$ cat src/rtl/mem_port_arbiter.sv
// Arbitrates CPU instruction fetch and load/store onto a single memory port with req/ready handshake.
// Optional: define ARB_ROUND_ROBIN_EN for round-robin arbitration (default is fixed D-over-IF priority).
module mem_port_arbiter #(
    parameter int ADDR_W      = 32,
    parameter int DATA_W      = 32,
    parameter int TIMEOUT_CYC = 15
) (
    input  logic              clk_i,
    input  logic              rst_i,
    input  logic              if_req_i,
    input  logic [ADDR_W-1:0] if_addr_i,
    output logic              if_ack_o,
    output logic [DATA_W-1:0] if_rdata_o,
    input  logic              d_req_i,
    input  logic [1:0]        d_we_i,
    input  logic [ADDR_W-1:0] d_addr_i,
    input  logic [DATA_W-1:0] d_wdata_i,
    output logic              d_ack_o,
    output logic [DATA_W-1:0] d_rdata_o,
    output logic              err_o,
    output logic              mem_req_o,
    output logic [1:0]        mem_we_o,
    output logic [ADDR_W-1:0] mem_addr_o,
    output logic [DATA_W-1:0] mem_wdata_o,
    input  logic [DATA_W-1:0] mem_rdata_i,
    input  logic              mem_ready_i
);

    typedef enum logic [1:0] {
        ST_IDLE  = 2'd0,
        ST_GRANT = 2'd1,
        ST_RESP  = 2'd2
    } state_t;

    localparam int CNT_W = (TIMEOUT_CYC > 0) ? $clog2(TIMEOUT_CYC + 1) : 1;

    state_t            state_q;
    logic              grant_d_q;      // current access belongs to the load/store side
    logic [CNT_W-1:0]  wait_q;
    logic [CNT_W-1:0]  wait_d;
    logic              mem_req_q;
    logic [1:0]        mem_we_q;
    logic [ADDR_W-1:0] mem_addr_q;
    logic [DATA_W-1:0] mem_wdata_q;
    logic              if_ack_q;
    logic              d_ack_q;
    logic              err_q;
    logic [DATA_W-1:0] if_rdata_q;
    logic [DATA_W-1:0] d_rdata_q;

    logic              pick_d;
    logic              timeout_hit;
    logic              access_done;
    logic [DATA_W-1:0] resp_data;

`ifdef ARB_ROUND_ROBIN_EN
    logic              last_grant_d_q;
`endif

    // NOTE: every combinational output gets a default first so no latch is inferred.
    always_comb begin
        wait_d      = wait_q + CNT_W'(1);
        timeout_hit = (TIMEOUT_CYC != 0) && (wait_d == CNT_W'(TIMEOUT_CYC));
        access_done = mem_ready_i || timeout_hit;
        resp_data   = '0;
        if (mem_ready_i && (mem_we_q == 2'b00)) begin
            resp_data = mem_rdata_i;
        end
`ifdef ARB_ROUND_ROBIN_EN
        pick_d = d_req_i && (!if_req_i || !last_grant_d_q);
`else
        pick_d = d_req_i;
`endif
    end

    // NOTE: sequential state uses non-blocking assignments only, so every register sees pre-edge values.
    always_ff @(posedge clk_i) begin
        if (rst_i) begin
            state_q     <= ST_IDLE;
            grant_d_q   <= 1'b0;
            wait_q      <= '0;
            mem_req_q   <= 1'b0;
            mem_we_q    <= 2'b00;
            mem_addr_q  <= '0;
            mem_wdata_q <= '0;
            if_ack_q    <= 1'b0;
            d_ack_q     <= 1'b0;
            err_q       <= 1'b0;
            if_rdata_q  <= '0;
            d_rdata_q   <= '0;
`ifdef ARB_ROUND_ROBIN_EN
            last_grant_d_q <= 1'b0;
`endif
        end else begin
            if_ack_q <= 1'b0;
            d_ack_q  <= 1'b0;
            err_q    <= 1'b0;
            case (state_q)
                ST_IDLE: begin
                    if (if_req_i || d_req_i) begin
                        state_q   <= ST_GRANT;
                        grant_d_q <= pick_d;
                        wait_q    <= '0;
                        mem_req_q <= 1'b1;
`ifdef ARB_ROUND_ROBIN_EN
                        last_grant_d_q <= pick_d;
`endif
                        if (pick_d) begin
                            mem_we_q    <= d_we_i;
                            mem_addr_q  <= d_addr_i;
                            mem_wdata_q <= d_wdata_i;
                        end else begin
                            mem_we_q    <= 2'b00;
                            mem_addr_q  <= if_addr_i;
                            mem_wdata_q <= '0;
                        end
                    end
                end
                ST_GRANT: begin
                    if (access_done) begin
                        // Completion and timeout abort share one exit; err flags the abort.
                        state_q   <= ST_RESP;
                        mem_req_q <= 1'b0;
                        mem_we_q  <= 2'b00;
                        err_q     <= !mem_ready_i;
                        if (grant_d_q) begin
                            d_ack_q   <= 1'b1;
                            d_rdata_q <= resp_data;
                        end else begin
                            if_ack_q   <= 1'b1;
                            if_rdata_q <= resp_data;
                        end
                    end else begin
                        wait_q <= wait_d;
                    end
                end
                ST_RESP: begin
                    state_q <= ST_IDLE;
                end
                default: begin
                    state_q <= ST_IDLE;
                end
            endcase
        end
    end

    assign mem_req_o   = mem_req_q;
    assign mem_we_o    = mem_we_q;
    assign mem_addr_o  = mem_addr_q;
    assign mem_wdata_o = mem_wdata_q;
    assign if_ack_o    = if_ack_q;
    assign if_rdata_o  = if_rdata_q;
    assign d_ack_o     = d_ack_q;
    assign d_rdata_o   = d_rdata_q;
    assign err_o       = err_q;

endmodule

$ cat config.mk
export PLATFORM = sky130hd
export DESIGN_NAME = mem_port_arbiter
export DESIGN_NICKNAME = d
export VERILOG_FILES = /design/src/rtl/mem_port_arbiter.sv
export SDC_FILE = /design/constraint.sdc
export NUM_CORES = 1
export LEC_CHECK = 0
export ABC_AREA = 1
export BUFFER_PORTS_ARGS = -buffer_cell sky130_fd_sc_hd__buf_4
export CORE_UTILIZATION = 40
export DETAILED_ROUTE_END_ITERATION = 12
export PLACE_DENSITY_LB_ADDON = 0.25
export SETUP_SLACK_MARGIN = 0.05
export SYNTH_ARGS = -nofsm -noshare
export SYNTH_HDL_FRONTEND = slang
export SYNTH_SLANG_ARGS = --single-unit
$ cat constraint.sdc
create_clock -name clk_i -period 4.2 [get_ports clk_i]
set_input_delay 1.26 -clock clk_i [delete_from_list [all_inputs] [get_ports clk_i]]
set_output_delay 1.26 -clock clk_i [all_outputs]
set_load 0.01 [all_outputs]
==> flow_metrics.tcl, run 1 <==
set metrics [dict create \
    area_growth_syn_to_layout_pct 42.9 \
    post-place-cells 1322 \
    layout_common_cells "buf_4 (277), nand2_1 (239), inv_1 (147), nor2_1 (142), dfxtp_1 (141)" \
    fin_ws_ns 1.75 \
    fin_skew_ns 0.00876 \
    cts_resized 0 \
    crit_start "mem_ready_i" \
    place_hpwl_um 11500 \
    synth-seq-area-share_pct 46.0 \
    cp.arrival_ns 2.80 \
    hold_depth 2 \
    drc 0 \
    critPathMaxFanout 12 \
    core_um2 14800 \
    final_common_cell "buf_4" \
    grt_max_degree 66 \
    p_int_uw 2680 \
    cts.path.max_buffers 2 \
    synth_edf_count 0 \
    grt_pass1_vias 5873 \
    fin_cells 1353 \
    fmax_ghz 0.407 \
    synth_top_area_share_pct 46.0 \
    cts_buffers 17 \
    reg2reg_from "wait_q[1]" \
    place_ws_ns 1.30 \
    maxSlewHeadroom_pct 41.9 \
    irDropWorstVdd_uv 287 \
    cts_root_buffer "clkbuf_16" \
    comb_power_share_pct 16.7 \
    p_per_area_nw_per_um2 414 \
    clk_latency_ns 0.42 \
    hold_start "mem_wdata_o[18]" \
    async_flop_share_pct 0 \
    slew_viol_final 0 \
    r2r_cells 11 \
    synth_cells 918 \
    routabilityCongestion 0.756 \
    post-cts-setup-buffers 0 \
    grt_usage_pct 21.7 \
    die_area_um2 15800 \
    synthFlopType "dfxtp_1" \
    cts_tree "built" \
    power_uw 3630 \
    period_minus_slack_ns 2.45 \
    synth_cell_types 20 \
    regToRegEndpoint "d_rdata_o[19]" \
    rsz0062_at_grt "no" \
    via_per_inst 4.54 \
    drt_pass1_iterations 5 \
    io_pins 269 \
    max_cap_viol_count 0 \
    synth_area_um2 6140 \
    status "complete, no violations" \
    cts_hold_buf 0 \
    initial_core_util_pct 41.6 \
    nNetsFinal 1294 \
    drtIter0Drc 347 \
    die_w_um 126 \
    setup_viol 0 \
    crit_path_end_kind "flip-flop" \
    r2r_setup_slack_ns 1.96 \
    antennaDiodeCount 0 \
    pwr-share-clk_pct 42.6 \
    yosys-top-cells-area "dfxtp_1 (46%), nand2_1 (15%), inv_1 (9.0%)" \
    hold_path_class "flip-flop to flip-flop" \
    finalSetupTns_ns 0 \
    hold_viol 0 \
    seqPwrFrac_pct 40.7 \
    drive_above_1_share_pct 27.6 \
    grt_overflow 0 \
    antenna_left 0 \
    io_buffers 268 \
    holdPathEnd "mem_wdata_o[18]" \
    clock_sinks 141 \
    ys_ff_latch 141 \
    htreeDepth 4 \
    syn-num-nets 1055 \
    leakagePower_uw 0.00465 \
    synth_area_leader_cell "dfxtp_1" \
    vias 6144 \
    switching_share_pct 26.1 \
    power.switching_uw 950 \
    antenna_found_initial 0 \
    grt_pass1_wl_um 27700 \
    holdWs_ns 0.466 \
    rows 44 \
    tightest_slew_ns 0.867 \
    die_h_um 126 \
    ys_warn_count 0 \
    worstSetupPathType "input pin to flip-flop" \
    path_clk_slew_ns 0.06 \
    post-route-period-util_pct 58.4 \
    start_kind "input pin" \
    wl_um 16800 \
    syn_area_per_cell_um2 6.69 \
    wl_per_cell_um 12.4 \
    critPathRequiredTime_ns 4.55 \
]
## flip-flops by register name, indices dropped and copies added, names as in the netlist, 2 cells and up
| register | cells |
|---|---|
| d_rdata_o | 32 |
| wait_q | 4 |
| mem_wdata_o | 32 |
| mem_addr_o | 32 |
| mem_we_o | 2 |
| if_rdata_o | 32 |
| state_q | 2 |
## power groups by stage
stage	logic [µW]	clock network, µW	registers (µW)
CTS	612	1580	1480
floorplan	280	0	1540
global placement	604	0	1500
global route	680	1640	1490
detailed placement	609	0	1500
finish	606	1550	1480
## metal layers
| metal | global-route usage [%] | vias to the layer above | wire [µm] |
|---|---|---|---|
| li1 | - | 3259 | - |
| met1 | 25.2 | 2647 | 7360 |
| met2 | 37.0 | 208 | 7900 |
| met3 | 7.09 | 30 | 1170 |
| met4 | 8.58 | 0 | 339 |
| met5 | 0 | - | 0 |
## cells in the mapped netlist, types with 2 or more instances
cell and n:
ha_1 2, nor2_2 2, buf_2 8, clkinv_1 2, nand3_1 7, o21ai_0 32, nand2_1 239, a21oi_1 106
nand4_1 29, inv_2 7, buf_1 3, buf_6 10, inv_1 147, nand3_4 2, nor2_1 142, clkbuf_1 36
dfxtp_1 141
## worst max-delay path: stages
cell     delay [ns]
buf_4          0.08
inv_1          0.11
nor3_2         0.68
buf_4          0.31
nand2_1        0.09
nand4_1        0.09
nand2_1        0.06
nor2_1         0.11
## how the worst max path moves through the flow
stage                     end  slack, ns
6_report       if_rdata_o[31]       1.75
5_1_grt        if_rdata_o[31]       1.56
4_1_cts        if_rdata_o[31]       1.73
3_5_place_dp   if_rdata_o[31]       1.30
3_3_place_gp   if_rdata_o[16]       1.31
2_1_floorplan  if_rdata_o[10]       1.98
## area by class of cell
cell class,count,area (µm²)
multi-input cells,564,2450
repair buffers,277,2080
clock inverters,11,141
clock buffers,20,467
well taps,184,230
fillers,1410,5980
flip-flops and latches,141,2820
inverters,156,586
## through the flow
stage          instance area (µm²)  util (%)
3_5_place_dp                  8170      55.3
2_1_floorplan                 6140         -
3_3_place_gp                  8170      55.3
5_1_grt                       8770      59.5
4_1_cts                       8770      59.5
6_report                      8770      59.5
## kinds of logic (layout without fill, tap and decap cells)
kind of cell,count (synthesis),after routing,share of synthesized area (%)
and+or+nand+nor,423,423,27.9
adders and majority gates,2,2,0.408
DFF,141,141,46.0
buffers and inverters,213,464,14.4
AOI/OAI and AO/OA,139,139,11.3
(Power assumes the default switching activity.)
==> inputs of run 2 (changes only) <==
==> constraint.sdc (replaced) <==
create_clock -name clk_i -period 2.4 [get_ports clk_i]
set_input_delay 0.72 -clock clk_i [delete_from_list [all_inputs] [get_ports clk_i]]
set_output_delay 0.72 -clock clk_i [all_outputs]
set_load 0.01 [all_outputs]
==> flow_metrics.tcl, run 2 (synthesized netlist as in run 1, its figures left out) <==
set metrics [dict create \
    status "complete, no violations" \
    cts_root_buffer "clkbuf_16" \
    cts_tree "built" \
    grt_usage_pct 21.5 \
    worstSetupPathType "flip-flop to flip-flop" \
    drtIter0Drc 400 \
    grt_pass1_wl_um 27300 \
    antenna_found_initial 0 \
    p_per_area_nw_per_um2 737 \
    holdWs_ns 0.465 \
    routabilityCongestion 0.765 \
    area_growth_syn_to_layout_pct 44.2 \
    rsz0062_at_grt "no" \
    cpPeakStageDelay_ns 0.45 \
    slew_viol_final 0 \
    antennaDiodeCount 0 \
    io_pins 269 \
    maxSlewHeadroom_pct 37.3 \
    r2r_setup_slack_ns 0.40 \
    rows 44 \
    grt_max_degree 65 \
    finalSetupTns_ns 0 \
    cts_resized 0 \
    clk_latency_ns 0.42 \
    grt_pass1_vias 5686 \
    fin_skew_ns 0.00881 \
    die_area_um2 15800 \
    critPathMaxFanout 51 \
    n_fill_cell 1379 \
    irDropWorstVdd_uv 428 \
    hold_path_class "flip-flop to flip-flop" \
    crit_path_end_kind "flip-flop" \
    fin_cells 1354 \
    die_h_um 126 \
    htreeDepth 4 \
    wl_per_cell_um 12.4 \
    cp.arrival_ns 2.35 \
    nNetsFinal 1295 \
    critPathBufInv 2 \
    max_cap_viol_count 0 \
    fmax_ghz 0.501 \
    start_kind "flip-flop" \
    period_minus_slack_ns 2.00 \
    wl_um 16700 \
    io_buffers 268 \
    path_clk_slew_ns 0.06 \
    grt_overflow 0 \
    cts.path.max_buffers 2 \
    power_uw 6520 \
    cp_top_family "simple AND/OR/NAND/NOR gates" \
    initial_core_util_pct 41.6 \
    place_hpwl_um 11600 \
    cts_buffers 17 \
    leakagePower_uw 0.00469 \
    vias 6163 \
    cts_hold_buf 0 \
    setup_viol 0 \
    post-cts-setup-buffers 0 \
    final_common_cell "buf_4" \
    tightest_slew_ns 0.935 \
    antenna_left 0 \
    drt_pass1_iterations 5 \
    layout_common_cells "buf_4 (275), nand2_1 (239), inv_1 (147), nor2_1 (142), dfxtp_1 (141)" \
    crit_top_cell "nand2_1" \
    slowest_stage "nand3_4" \
    drc 0 \
    die_w_um 126 \
    core_um2 14800 \
    drive_above_1_share_pct 27.5 \
    hold_viol 0 \
    clock_sinks 141 \
    critPathRequiredTime_ns 2.75 \
    path_cells "ha_1 > inv_1 > nand2_1 > nand2_1 > nor2_1 > nand2_1 > nand2_4 > nand3_4 > nand2_1 > inv_2 > nor2_1" \
    via_per_inst 4.55 \
    post-route-period-util_pct 83.2 \
    utilization_pct 60.0 \
    post-place-cells 1323 \
]
==> run 2: changes by cell type in the layout (fill, tap and decap cells not counted), moves of 2 or more <==
| cell | change |
|---|---|
| buf_12 | +3 |
| clkinvlp_4 | -3 |
| buf_4 | -2 |
| bufinv_16 | +2 |
| clkbuf_1 | +2 |
| clkbuf_8 | -2 |
| clkinv_4 | +2 |
==> run 2: metrics by stage <==
| stage | area, µm² | setup slack, ns |
|---|---|---|
| after floorplan | 6140 | 0.724 |
| after global placement | 8210 | 0.258 |
| after detailed placement | 8210 | 0.208 |
| after CTS | 8850 | 0.378 |
| after global routing | 8850 | 0.172 |
| final | 8850 | 0.404 |
==> run 2: where the power goes <==
| part | internal [µW] | switching (µW) | leakage [µW] | total [µW] |
|---|---|---|---|---|
| sequential | 2500 | 85.6 | 0.00115 | 2590 |
| combinational | 498 | 577 | 0.00322 | 1080 |
| clock | 1860 | 991 | 0.000314 | 2860 |
==> run 2: final timing paths <==
path / startpoint / to / depth (start not counted)
setup reg to reg: wait_q[0] / d_rdata_o[29] / 11
hold / removal: mem_req_o / mem_req_o / 2
hold reg to reg: mem_req_o / mem_req_o / 2
setup / recovery: wait_q[0] / d_rdata_o[29] / 11
==> run 2: cell type report <==
| class | count | area, µm² | share of cell area [%] |
|---|---|---|---|
| Clock buffer | 20 | 447 | 5.05 |
| Clock inverter | 11 | 191 | 2.16 |
| Inverter | 156 | 586 | 6.62 |
| Multi-Input combinational cell | 564 | 2450 | 27.7 |
| Sequential cell | 141 | 2820 | 31.9 |
| Tap cell | 184 | 230 | 2.60 |
| Timing Repair Buffer | 278 | 2120 | 24.0 |
==> run 2: worst min-delay path, stage by stage, from the launching register on <==
cell and delay (ns):
dfxtp_1 0.31, nand2_1 0.06, a21oi_1 0.05
==> run 2: layer usage <==
| metal | GRT usage, % | wire [µm] | vias to the layer above |
|---|---|---|---|
| met3 | 6.29 | 1140 | 16 |
| met2 | 35.9 | 8040 | 205 |
| met1 | 26.0 | 7310 | 2675 |
| li1 | - | - | 3267 |
| met4 | 8.08 | 237 | 0 |
| met5 | 0 | 0 | - |
